`config.mk`:
```
export PLATFORM = sky130hd
export DESIGN_NAME = ddr5_bank_cmd_sequencer
export DESIGN_NICKNAME = d
export VERILOG_FILES = /design/src/rtl/ddr5_bank_cmd_sequencer_pkg.sv /design/src/rtl/ddr5_bank_cmd_sequencer_bank_state_table.sv /design/src/rtl/ddr5_bank_cmd_sequencer.sv
export SDC_FILE = /design/constraint.sdc
export NUM_CORES = 2
export LEC_CHECK = 0
export CORE_UTILIZATION = 25
export CTS_CLUSTER_DIAMETER = 30
export CTS_CLUSTER_SIZE = 12
export DETAILED_ROUTE_END_ITERATION = 8
export DONT_BUFFER_PORTS = 1
export GPL_ROUTABILITY_DRIVEN = 1
export PLACE_DENSITY = 0.38
export SETUP_SLACK_MARGIN = 0.2
export SYNTH_ARGS = -nofsm -noshare
export SYNTH_HDL_FRONTEND = slang
export SYNTH_SLANG_ARGS = --single-unit
```
`constraint.sdc`:
```
create_clock -name clock_i -period 6 [get_ports clock_i]
set_input_delay 0.9 -clock clock_i [delete_from_list [all_inputs] [get_ports clock_i]]
set_output_delay 0.9 -clock clock_i [all_outputs]
set_load 0.05 [all_outputs]
```
`src/rtl/ddr5_bank_cmd_sequencer_pkg.sv`:
```
// ----------------------------------------------------------------------------
// ddr5_bank_cmd_sequencer_pkg
// Shared types and constants for the DDR5 bank command sequencer:
//   - mapped_addr_t : mapped request address (bank group, bank, row, column)
//   - ddr_cmd_t     : command encoding presented to the trace writer
//   - seq_state_t   : sequencer FSM states
//   - bank index width and default timing constants (in clocks)
//   - small helpers for bank indexing and saturating timer decrement
// ----------------------------------------------------------------------------
package ddr5_bank_cmd_sequencer_pkg;

   localparam int BG_W       = 3;
   localparam int BANK_W     = 2;
   localparam int ROW_W      = 16;
   localparam int COL_W      = 10;
   localparam int BANK_IDX_W = 5;
   localparam int NUM_BANKS  = 32;
   localparam int TMR_W      = 8;

   localparam int unsigned T_RP_DEFAULT    = 32'd39;
   localparam int unsigned T_RCD_DEFAULT   = 32'd39;
   localparam int unsigned T_RAS_DEFAULT   = 32'd76;
   localparam int unsigned T_BURST_DEFAULT = 32'd8;

   localparam logic [TMR_W-1:0] TMR_ZERO = 8'd0;
   localparam logic [TMR_W-1:0] TMR_ONE  = 8'd1;

   // Mapped request address as delivered by the scheduler queue head
   typedef struct packed {
      logic [BG_W-1:0]   bg;
      logic [BANK_W-1:0] bank;
      logic [ROW_W-1:0]  row;
      logic [COL_W-1:0]  col;
   } mapped_addr_t;

   localparam mapped_addr_t ADDR_ZERO = '{bg: 3'd0, bank: 2'd0, row: 16'd0, col: 10'd0};

   typedef enum logic [2:0] {
      CMD_NOP  = 3'd0,
      CMD_PRE  = 3'd1,
      CMD_ACT0 = 3'd2,
      CMD_ACT1 = 3'd3,
      CMD_RD0  = 3'd4,
      CMD_RD1  = 3'd5,
      CMD_WR0  = 3'd6,
      CMD_WR1  = 3'd7
   } ddr_cmd_t;

   typedef enum logic [3:0] {
      ST_IDLE       = 4'd0,
      ST_PRE_WAIT   = 4'd1,
      ST_RP_WAIT    = 4'd2,
      ST_ACT0       = 4'd3,
      ST_ACT1       = 4'd4,
      ST_RCD_WAIT   = 4'd5,
      ST_COL0       = 4'd6,
      ST_COL1       = 4'd7,
      ST_BURST_WAIT = 4'd8
   } seq_state_t;

   // Flat bank index used by the open-page table: {bank group, bank}
   function automatic logic [BANK_IDX_W-1:0] bank_index(input logic [BG_W-1:0] bg,
                                                         input logic [BANK_W-1:0] bank);
      return {bg, bank};
   endfunction

   // Down-count by one, holding at zero
   function automatic logic [TMR_W-1:0] sat_dec(input logic [TMR_W-1:0] v);
      return (v != TMR_ZERO) ? (v - TMR_ONE) : TMR_ZERO;
   endfunction

endpackage

```
`src/rtl/ddr5_bank_cmd_sequencer_bank_state_table.sv`:
```
// ----------------------------------------------------------------------------
// ddr5_bank_cmd_sequencer_bank_state_table
// Open-page state for all 32 banks: open bit, open row and tRAS counter.
// Ports:
//   clock_i, reset_i        : clock, synchronous active-high reset
//   tick_i                  : decrement every nonzero tRAS counter by one
//   lkp_idx_i               : lookup bank index
//   lkp_open_o/row_o/ras_o  : combinational lookup result
//   upd_act_i               : open bank upd_idx_i with upd_row_i, load tRAS
//   upd_pre_i               : close bank upd_idx_i
//   upd_idx_i, upd_row_i    : update target bank and row
// ----------------------------------------------------------------------------
module ddr5_bank_cmd_sequencer_bank_state_table
   import ddr5_bank_cmd_sequencer_pkg::*;
#(
   parameter int unsigned T_RAS = T_RAS_DEFAULT
) (
   input  logic                  clock_i,
   input  logic                  reset_i,
   input  logic                  tick_i,
   input  logic [BANK_IDX_W-1:0] lkp_idx_i,
   output logic                  lkp_open_o,
   output logic [ROW_W-1:0]      lkp_row_o,
   output logic [TMR_W-1:0]      lkp_ras_o,
   input  logic                  upd_act_i,
   input  logic                  upd_pre_i,
   input  logic [BANK_IDX_W-1:0] upd_idx_i,
   input  logic [ROW_W-1:0]      upd_row_i
);

   localparam logic [TMR_W-1:0] RAS_LOAD = TMR_W'(T_RAS);

   logic               open_q [NUM_BANKS];
   logic [ROW_W-1:0]   row_q  [NUM_BANKS];
   logic [TMR_W-1:0]   ras_q  [NUM_BANKS];

   assign lkp_open_o = open_q[lkp_idx_i];
   assign lkp_row_o  = row_q[lkp_idx_i];
   assign lkp_ras_o  = ras_q[lkp_idx_i];

   // Per-bank open bit, row and tRAS counter; an activate reload wins over the tick
   always_ff @(posedge clock_i) begin
      if (reset_i) begin
         for (int i = 0; i < NUM_BANKS; i++) begin
            open_q[i] <= 1'b0;
            row_q[i]  <= 16'd0;
            ras_q[i]  <= 8'd0;
         end
      end else begin
         for (int i = 0; i < NUM_BANKS; i++) begin
            if (upd_act_i && (upd_idx_i == BANK_IDX_W'(i))) begin
               open_q[i] <= 1'b1;
               row_q[i]  <= upd_row_i;
               ras_q[i]  <= RAS_LOAD;
            end else begin
               if (upd_pre_i && (upd_idx_i == BANK_IDX_W'(i))) begin
                  open_q[i] <= 1'b0;
               end
               if (tick_i) begin
                  ras_q[i] <= sat_dec(ras_q[i]);
               end
            end
         end
      end
   end

endmodule

```
`src/rtl/ddr5_bank_cmd_sequencer.sv`:
```
// ----------------------------------------------------------------------------
// ddr5_bank_cmd_sequencer
// Converts one decoded request at a time into PRE / ACT0 / ACT1 / RD0 / RD1
// or WR0 / WR1 commands, honouring tRP, tRCD, tRAS and burst occupancy, with
// an open-page row table covering all 32 banks.
// Ports:
//   clock_i, reset_i       : clock, synchronous active-high reset
//   req_valid_i/ready_o    : request handshake (ready only while idle)
//   req_op_i               : 1 = write, all other codes read
//   req_bg/bank/row/col_i  : mapped request address, latched at accept
//   cmd_valid_o, cmd_o     : issued command (NOP when not valid)
//   cmd_bg/bank/row/col_o  : address fields of the issued command
//   done_o                 : one-cycle completion pulse (first idle cycle)
//   busy_o                 : sequencer not idle
// All outputs except req_ready_o's reset gating are registered. The decode
// below therefore computes the command for the *next* cycle, and table and
// timer side effects are committed on the same edge, so they are visible in
// the cycle the command is on the bus.
// ----------------------------------------------------------------------------
module ddr5_bank_cmd_sequencer
   import ddr5_bank_cmd_sequencer_pkg::*;
#(
   parameter int unsigned T_RP    = T_RP_DEFAULT,
   parameter int unsigned T_RCD   = T_RCD_DEFAULT,
   parameter int unsigned T_RAS   = T_RAS_DEFAULT,
   parameter int unsigned T_BURST = T_BURST_DEFAULT
) (
   input  logic              clock_i,
   input  logic              reset_i,
   input  logic              req_valid_i,
   output logic              req_ready_o,
   input  logic [1:0]        req_op_i,
   input  logic [BG_W-1:0]   req_bg_i,
   input  logic [BANK_W-1:0] req_bank_i,
   input  logic [ROW_W-1:0]  req_row_i,
   input  logic [COL_W-1:0]  req_col_i,
   output logic              cmd_valid_o,
   output logic [2:0]        cmd_o,
   output logic [BG_W-1:0]   cmd_bg_o,
   output logic [BANK_W-1:0] cmd_bank_o,
   output logic [ROW_W-1:0]  cmd_row_o,
   output logic [COL_W-1:0]  cmd_col_o,
   output logic              done_o,
   output logic              busy_o
);

   localparam logic [TMR_W-1:0] RP_LOAD    = TMR_W'(T_RP - 1);
   localparam logic [TMR_W-1:0] RCD_LOAD   = TMR_W'(T_RCD - 1);
   localparam logic [TMR_W-1:0] BURST_LOAD = TMR_W'(T_BURST - 1);

   seq_state_t             state_q, state_d;
   ddr_cmd_t               cmd_q, cmd_d;
   mapped_addr_t           lat_q, lat_d;
   logic                   wr_q, wr_d;
   logic [TMR_W-1:0]       timer_q, timer_d;
   logic                   done_q, done_d;
   logic                   ready_q, busy_q, cmd_valid_q;
   logic [BG_W-1:0]        cmd_bg_q;
   logic [BANK_W-1:0]      cmd_bank_q;
   logic [ROW_W-1:0]       cmd_row_q;
   logic [COL_W-1:0]       cmd_col_q;

   logic [BANK_IDX_W-1:0]  bank_idx_s;
   logic                   lkp_open_s;
   logic [ROW_W-1:0]       lkp_row_s;
   logic [TMR_W-1:0]       lkp_ras_s;
   logic [TMR_W-1:0]       ras_next_s;
   logic                   upd_act_s, upd_pre_s;
   logic                   req_wr_s;

   // While idle the table is probed with the incoming request so it can be
   // classified in the accept cycle; afterwards the latched bank is used.
   assign bank_idx_s = (state_q == ST_IDLE) ? bank_index(req_bg_i, req_bank_i)
                                            : bank_index(lat_q.bg, lat_q.bank);
   // tRAS value the bank will hold next cycle, i.e. when a PRE decided now issues
   assign ras_next_s = sat_dec(lkp_ras_s);
   assign req_wr_s   = (req_op_i == 2'd1);

   ddr5_bank_cmd_sequencer_bank_state_table #(
      .T_RAS (T_RAS)
   ) u_bank_state_table (
      .clock_i    (clock_i),
      .reset_i    (reset_i),
      .tick_i     (1'b1),
      .lkp_idx_i  (bank_idx_s),
      .lkp_open_o (lkp_open_s),
      .lkp_row_o  (lkp_row_s),
      .lkp_ras_o  (lkp_ras_s),
      .upd_act_i  (upd_act_s),
      .upd_pre_i  (upd_pre_s),
      .upd_idx_i  (bank_idx_s),
      .upd_row_i  (lat_q.row)
   );

   // Next state, next-cycle command, timer reloads and table updates
   always_comb begin
      state_d   = state_q;
      cmd_d     = CMD_NOP;
      done_d    = 1'b0;
      timer_d   = sat_dec(timer_q);
      lat_d     = lat_q;
      wr_d      = wr_q;
      upd_act_s = 1'b0;
      upd_pre_s = 1'b0;
      case (state_q)
         ST_IDLE: begin
            if (req_valid_i) begin
               lat_d = '{bg: req_bg_i, bank: req_bank_i, row: req_row_i, col: req_col_i};
               wr_d  = req_wr_s;
               if (!lkp_open_s) begin
                  state_d = ST_ACT0;
                  cmd_d   = CMD_ACT0;
               end else if (lkp_row_s == req_row_i) begin
                  state_d = ST_COL0;
                  cmd_d   = req_wr_s ? CMD_WR0 : CMD_RD0;
               end else begin
                  state_d = ST_PRE_WAIT;
                  if (ras_next_s == TMR_ZERO) begin
                     cmd_d     = CMD_PRE;
                     upd_pre_s = 1'b1;
                     timer_d   = RP_LOAD;
                  end else begin
                     cmd_d = CMD_NOP;
                  end
               end
            end else begin
               state_d = ST_IDLE;
            end
         end
         ST_PRE_WAIT: begin
            // cmd_q == PRE marks the cycle the precharge is on the bus
            if (cmd_q == CMD_PRE) begin
               if (timer_q == TMR_ZERO) begin
                  state_d = ST_ACT0;
                  cmd_d   = CMD_ACT0;
               end else begin
                  state_d = ST_RP_WAIT;
               end
            end else if (ras_next_s == TMR_ZERO) begin
               cmd_d     = CMD_PRE;
               upd_pre_s = 1'b1;
               timer_d   = RP_LOAD;
            end else begin
               state_d = ST_PRE_WAIT;
            end
         end
         ST_RP_WAIT: begin
            if (timer_q == TMR_ZERO) begin
               state_d = ST_ACT0;
               cmd_d   = CMD_ACT0;
            end else begin
               state_d = ST_RP_WAIT;
            end
         end
         ST_ACT0: begin
            state_d   = ST_ACT1;
            cmd_d     = CMD_ACT1;
            upd_act_s = 1'b1;
            timer_d   = RCD_LOAD;
         end
         ST_ACT1, ST_RCD_WAIT: begin
            if (timer_q == TMR_ZERO) begin
               state_d = ST_COL0;
               cmd_d   = wr_q ? CMD_WR0 : CMD_RD0;
            end else begin
               state_d = ST_RCD_WAIT;
            end
         end
         ST_COL0: begin
            state_d = ST_COL1;
            cmd_d   = wr_q ? CMD_WR1 : CMD_RD1;
            timer_d = BURST_LOAD;
         end
         ST_COL1, ST_BURST_WAIT: begin
            if (timer_q == TMR_ZERO) begin
               state_d = ST_IDLE;
               done_d  = 1'b1;
            end else begin
               state_d = ST_BURST_WAIT;
            end
         end
         default: begin
            state_d = ST_IDLE;
         end
      endcase
   end

   // State, latched request, timer and registered output stage
   always_ff @(posedge clock_i) begin
      if (reset_i) begin
         state_q     <= ST_IDLE;
         cmd_q       <= CMD_NOP;
         lat_q       <= ADDR_ZERO;
         wr_q        <= 1'b0;
         timer_q     <= 8'd0;
         done_q      <= 1'b0;
         ready_q     <= 1'b1;
         busy_q      <= 1'b0;
         cmd_valid_q <= 1'b0;
         cmd_bg_q    <= 3'd0;
         cmd_bank_q  <= 2'd0;
         cmd_row_q   <= 16'd0;
         cmd_col_q   <= 10'd0;
      end else begin
         state_q     <= state_d;
         cmd_q       <= cmd_d;
         lat_q       <= lat_d;
         wr_q        <= wr_d;
         timer_q     <= timer_d;
         done_q      <= done_d;
         ready_q     <= (state_d == ST_IDLE);
         busy_q      <= (state_d != ST_IDLE);
         cmd_valid_q <= (cmd_d != CMD_NOP);
         cmd_bg_q    <= (cmd_d != CMD_NOP) ? lat_d.bg   : 3'd0;
         cmd_bank_q  <= (cmd_d != CMD_NOP) ? lat_d.bank : 2'd0;
         cmd_row_q   <= (cmd_d != CMD_NOP) ? lat_d.row  : 16'd0;
         cmd_col_q   <= (cmd_d != CMD_NOP) ? lat_d.col  : 10'd0;
      end
   end

   assign req_ready_o = ready_q & ~reset_i;
   assign cmd_valid_o = cmd_valid_q;
   assign cmd_o       = cmd_q;
   assign cmd_bg_o    = cmd_bg_q;
   assign cmd_bank_o  = cmd_bank_q;
   assign cmd_row_o   = cmd_row_q;
   assign cmd_col_o   = cmd_col_q;
   assign done_o      = done_q;
   assign busy_o      = busy_q;

endmodule

```
# After elaboration in Yosys (flattened, before gate mapping)
# Memories as Yosys holds them, arrays and structs flattened.
# Index checks and enable logic that the tools add are counted.
totals:
  regBits: 82
  mem_bits_rw: 800
  output_inout_bits: 38
  memories: 3
classes:
  n_addsub: 34
  eq_ne: 42
  n_mux: 553
  bitwise_logic: 164
  n_reduce_logical: 110
memory_table:
  columns: ["name", "depth", "width", "rd", "rd_clocked_by_memory_dff", "wr", "line_no", "source"]
  rows:
  - ["u_bank_state_table.row_q", 32, 16, 1, 0, 32, "ddr5_bank_cmd_sequencer_bank_state_table.sv:34", "logic [ROW_W-1:0] row_q [NUM_BANKS];"]
  - ["u_bank_state_table.ras_q", 32, 8, 33, 0, 32, "ddr5_bank_cmd_sequencer_bank_state_table.sv:35", "logic [TMR_W-1:0] ras_q [NUM_BANKS];"]
  - ["u_bank_state_table.open_q", 32, 1, 1, 0, 32, "ddr5_bank_cmd_sequencer_bank_state_table.sv:33", "logic open_q [NUM_BANKS];"]
ops:
  columns: ["op", "n"]
  rows:
  - ["8-bit 2-to-1 mux", 103]
  - ["16-bit 2-to-1 mux", 32]
  - ["1-bit 2-to-1 mux", 395]
  - ["8-bit nonzero test", 34]
  - ["8-bit by 1-bit subtractor with 8-bit output (second input constant)", 34]
  - ["1-bit bitwise OR", 160]
  - ["5-bit equality test (second input constant)", 16]
  - ["1-bit logical AND", 64]
  - ["31-bit 2-to-1 mux", 2]
  - ["5-bit by 4-bit equality test with 1-bit output (second input constant)", 8]
  - ["8-bit one-hot mux with 4 select lines", 1]
  - ["4-bit one-hot mux with 7 select lines", 1]
  - ["3-bit 2-to-1 mux", 7]
  - ["5-bit by 3-bit equality test with 1-bit output (second input constant)", 4]
  - ["3-bit one-hot mux with 6 select lines", 1]
  - ["16-bit equality test", 1]
  - ["4-bit by 3-bit equality test with 1-bit output (second input constant)", 4]
  - ["8-bit zero test", 2]
  - ["4-bit 2-to-1 mux", 4]
  - ["5-bit by 2-bit equality test with 1-bit output (second input constant)", 2]
  - ["2-bit 2-to-1 mux", 5]
  - ["4-bit by 2-bit equality test with 1-bit output (second input constant)", 2]
  - ["4-bit zero test", 2]
  - ["2-bit OR reduction", 4]
  - ["other kinds (13)", 15]

# Logic depth before layout (Yosys ltp)
# An unclocked memory read counts as a cell.
depth:
  ltp_word: 17
  mapped_depth: 23

# Hierarchy
# A second synthesis with hierarchy kept.
unflattened:
  cells_unflattened: 3697
  hier_area_um2: 43085.1
by_module_without_submodules:
  columns: ["mod", "instances", "cells_each", "area_per_inst_um2", "seq_area_each_um2"]
  rows:
  - ["ddr5_bank_cmd_sequencer_bank_state_table", 1, 3354, 39665.5, 24023.0]
  - ["ddr5_bank_cmd_sequencer", 1, 343, 3419.5, 1641.6]

# Worst setup path after synthesis
# OpenSTA, ideal clock, no wires.
synth_path:
  kind: "input port to flip-flop"
  startpoint: "input req_bank_i[0]"
  endpoint: "memory u_bank_state_table.open_q[5], enable pin"
  setup_time_ns: 0.320
  arrival_ns: 5.088
  t_required_ns: 5.680
  path_slack_ns: 0.592
  cell_stages: 20
  path_cell_list: "clkbuf_1 > inv_2 > o21ai_4 > buf_6 > buf_6 > buf_4 > clkbuf_1 > mux4_2 > a21oi_1 > o21ai_0 > o21ai_0 > ha_1 > and2_1 > mux2i_1 > a211oi_1 > o21ai_1 > o31ai_1 > nor2_2 > buf_2 > o31ai_1"
synth_lines:
  columns: ["element", "line_no", "source"]
  rows:
  - ["from (decl)", "ddr5_bank_cmd_sequencer.sv:34", "input logic [BANK_W-1:0] req_bank_i,"]
  - ["to (decl)", "ddr5_bank_cmd_sequencer_bank_state_table.sv:33", null]

==> parameters.txt <==
Parameter                              Value

Drt
  DRC violation count after routing ... 0
  Detailed Route Iter0 Violations ... roughly 2900
  Routed Antenna Nets ... 0
  Total routed wirelength ... between 150000 and 200000 um
  Via density per instance ... between 4 and 5
  Count of vias placed by the detailed router ... 33420
  Count of TritonRoute iterations in the first routing pass ... 5
  Routed WL per cell ... 24.77 um

Synthesis
  Gate count of the mapped netlist ... about 4000
  Ranking of synthesized cells by area ... sky130_fd_sc_hd__edfxtp_1 (55%), sky130_fd_sc_hd__nor2_1 (5.6%), sky130_fd_sc_hd__nand2_1 (4.5%)
  Mean area per synthesized cell ... roughly 11 um2
  Biggest area consumer among synthesized cells ... sky130_fd_sc_hd__edfxtp_1
  Post-synth top area share ... 54.80%
  Syn Std Cell Area ... about 44000 um2
  Post-synthesis register bit count ... between 800 and 900
  Post-synth top flop ... sky130_fd_sc_hd__edfxtp_1
  Count of different cell masters after synthesis ... 86
  Number of enable-type register cells in the synthesized netlist ... 800
  Share of synthesized registers carrying an async set or reset ... 0%
  Ys Warns ... 0
  Post-synthesis sequential area ratio ... between 50% and 60%

Placement
  Cell Area, Placed ... between 40000 and 50000 um2
  Routability congestion estimate from global placement ... between 0.8 and 0.9
  Number of input and output port buffers inserted ... 0
  Dpl hpwl ... roughly 120000 um

Power
  Switching power ... 0.01053 W
  Areal power density over the cells ... a little over 500 nW/um2
  Clock power frac ... 43.9%
  Switching fraction of total power ... between 30% and 40%
  Internal power consumption ... approximately 0.019 W
  Combinational share of power ... between 20% and 30%
  Maximum resistive drop on vdd ... 322.2 uV
  Reported leakage power ... roughly 21 nW
  Sequential group share of total power ... a little over a quarter

STA
  Fin Clk Skew ... ~0.064 ns
  Setup repair after global routing missed its margin ... false
  Max_slew headroom ... approximately 15%
  Max Slew Vio Count ... 0
  Tcrit/Tclk final ... 92.88%
  Transition time of the tightest slew-check pin ... 1.272 ns
  Hold Vio Cnt, Final ... 0
  Final period demand of the worst path ... approximately 5.6 ns
  Final number of setup-violating endpoints ... 0
  Maximum clock frequency ... between 150 and 200 MHz

Setup path
  Number of cells on the worst reg-to-reg path ... 15
  Category of the worst setup path capture point ... flip-flop
  Max stage delay on crit path ... approximately 0.63 ns
  Ordered list of cells on the worst path ... o41ai_4 > a21boi_4 > buf_12 > buf_4 > mux2i_1 > o22ai_1 > nor4_1 > buf_4 > mux2i_1 > a211oi_1 > o211ai_1 > o31ai_4 > buf_12 > nor2_4 > o21ai_1
  Startpoint type of the worst setup path ... flip-flop
  Required time of the worst setup path ... between 6 and 7 ns
  Library cell contributing the largest single delay on the critical path ... sky130_fd_sc_hd__o41ai_4
  Worst R2R Start ... state_q[2]
  Class of the most critical setup path ... flip-flop to flip-flop
  Capture instance of the worst register-to-register path ... u_bank_state_table.open_q[15]
  Origin of the worst setup path ... state_q[2]
  Worst setup path endpoint ... u_bank_state_table.open_q[15]
  Maximum fanout along the worst path ... between 40 and 50
  R2R setup slack ... 0.43 ns
  Data arrival time at the worst-slack endpoint ... about 6 ns

Clock network
  H-Tree Depth ... 4
  Worst-case clock buffer depth ... 3
  Clock latency at the later pin of the worst-skew pair ... around 0.87 ns
  Number of sinks on the clock net ... approximately 880
  Reg clk slew, reported paths ... around 0.05 ns
  Clock tree from TritonCTS ... built
  Clk root buf ... sky130_fd_sc_hd__clkbuf_16
  CTS buffer count ... 241
  Quantity of hold-fixing buffers added after cts ... 0

Global routing
  Grt met3 use ... under 10%
  Total congestion overflow after global routing ... 0
  Wire length of the first global-routing pass ... approximately 250000 um
  Antenna violations before repair ... 4
  Pin count of the biggest net entering global routing ... 229
  Met2 track demand over resource ... 31.83%
  Met1 track demand over resource in global routing ... around 25%
  Most crowded layer after global routing ... met2
  Number of global-route vias before repair ... around 33000
  Global-route total usage across every layer ... 19.47%

Floorplan
  Number of top-level design ports ... between 70 and 80
  Overall die width ... about 420 um
  Die Outline Area ... around 180000 um2
  Area of the core ... approximately 170000 um2
  Rows ... approximately 150
  Effective utilization at floorplan ... approximately a quarter
  Vertical die dimension ... roughly 420 um

Hold path
  Hold/Removal Path Class ... input pin to flip-flop

Run
  Max Cap Viol ... 0

Cells and area
  Filler cell count in the final layout ... ~18000
  Share of cells above drive strength 1 ... between 10% and 20%
  Area delta synth->final ... 29.84%
  Layout Cell Area excl Fill ... between 50000 and 60000 um2
  Post-route core utilization ... about a third
  Count of nets after finishing ... between 4000 and 5000
  Area of combinational cells with multiple inputs ... ~18000 um2
  Register area ... roughly 26000 um2

Outcome
  Result of the run ... complete, no violations
## worst min-delay path by stage
stage	startpoint	to	slack, ns	cells past startpoint
detailed placement	wr_q	wr_q	0.48	2
finish	reset_i	lat_q[20]	0.10	1
floorplan	wr_q	wr_q	0.46	2
global route	reset_i	lat_q[20]	0.09	1
global placement	wr_q	wr_q	0.48	2
CTS	reset_i	lat_q[1]	0.05	1
## metrics by stage
step	instances	hold slack, ns	worst slack [ns]	TNS (ns)	total power (W)
floorplan	4263	0.4568	0.5922	0	0.01244
global placement	6540	0.4758	-0.1514	-2.883	0.01659
detailed placement	6540	0.4812	0.01595	0	0.01656
CTS	7000	0.04743	0.2035	0	0.02968
global route	7002	0.08971	0.1808	0	0.03048
finish	7003	0.1029	0.4272	0	0.02949
## flip-flops by register name (all words and copies together) (netlist names), 3 cells and up
name and flops:
cmd_col_o 10, cmd_o 3, cmd_bg_o 3, u_bank_state_table.row_q 512
lat_q 31, state_q 4, cmd_row_o 16, timer_q 8
u_bank_state_table.ras_q 256, u_bank_state_table.open_q 32
## cell families (layout without fill, tap and decap cells)
group	after synthesis	after routing	synth area share [%]
xor gates and xnor gates	198	198	3.956
AOI/OAI and AO/OA	619	619	9.942
adders and majority gates	58	58	1.656
muxes	197	197	5.332
buffers and inverters	390	802	3.793
and+or+nand+nor	1663	1665	16.76
DFF	882	882	58.55
other	1	257	0.008555
## critical path, delay by kind of cell, from the launching register on
family	cells	cell delay, ns
AND/OR/NAND/NOR	2	0.94
AO/OA/AOI/OAI	7	2.10
buffers and inverters	4	1.03
flip-flops	1	0.48
multiplexers	2	0.64
## per-layer routing
metal,routed length [um],up-vias
met1,76390,16770
met3,8607,299
met4,6904,2
met5,23,-
li1,-,15260
met2,81530,1087
## layout by cell type, fill, tap and decap left out, types with 39 or more instances in the layout
cell type	n
sky130_fd_sc_hd__conb_1	256
sky130_fd_sc_hd__xnor2_1	74
sky130_fd_sc_hd__dfxtp_1	81
sky130_fd_sc_hd__nand3_1	105
sky130_fd_sc_hd__ha_1	58
sky130_fd_sc_hd__nor2_1	653
sky130_fd_sc_hd__a21oi_1	189
sky130_fd_sc_hd__nor4_1	47
sky130_fd_sc_hd__a31oi_1	39
sky130_fd_sc_hd__nor3_1	104
sky130_fd_sc_hd__clkbuf_16	249
sky130_fd_sc_hd__nand2b_1	71
sky130_fd_sc_hd__inv_1	139
sky130_fd_sc_hd__xor2_1	124
sky130_fd_sc_hd__clkinv_1	46
sky130_fd_sc_hd__nand2_1	523
sky130_fd_sc_hd__buf_4	181
sky130_fd_sc_hd__mux2i_1	149
sky130_fd_sc_hd__clkinv_2	42
sky130_fd_sc_hd__edfxtp_1	800
sky130_fd_sc_hd__o22ai_1	46
## Yosys cell counts (37+ instances only)
library cell	n
sky130_fd_sc_hd__a21oi_1	190
sky130_fd_sc_hd__a31oi_1	39
sky130_fd_sc_hd__buf_2	48
sky130_fd_sc_hd__clkbuf_1	149
sky130_fd_sc_hd__dfxtp_1	82
sky130_fd_sc_hd__edfxtp_1	800
sky130_fd_sc_hd__ha_1	58
sky130_fd_sc_hd__inv_1	139
sky130_fd_sc_hd__mux2i_1	153
sky130_fd_sc_hd__nand2_1	524
sky130_fd_sc_hd__nand2b_1	71
sky130_fd_sc_hd__nand3_1	105
sky130_fd_sc_hd__nor2_1	656
sky130_fd_sc_hd__nor3_1	107
sky130_fd_sc_hd__nor4_1	47
sky130_fd_sc_hd__o211ai_1	37
sky130_fd_sc_hd__o22ai_1	46
sky130_fd_sc_hd__xnor2_1	74
sky130_fd_sc_hd__xor2_1	124
## power by group through the flow
stage	clock, W	combinational, W	sequential [W]
floorplan	0	0.00469	0.00775
global placement	0	0.00865	0.00794
detailed placement	0	0.00863	0.00793
CTS	0.0131	0.00871	0.00783
global route	0.0135	0.00914	0.00789
finish	0.0129	0.00872	0.00783
## cell type report
type / count / area share [%]
inverters: 141 / 0.9299
clock inverters: 177 / 3.445
multi-input cells: 2993 / 31.03
repair buffers: 203 / 3.161
well taps: 2325 / 5.111
diodes: 1 / 0.004397
clock buffers: 281 / 11.23
flip-flops and latches: 882 / 45.09
## repair_timing
action                     CTS  global route
setup buffers                0             2
gates cloned                 2             0
resized for setup            7             2
pin swaps                    1             2
setup endpoints to repair   53            47
Power figures use the tool's default switching activity.
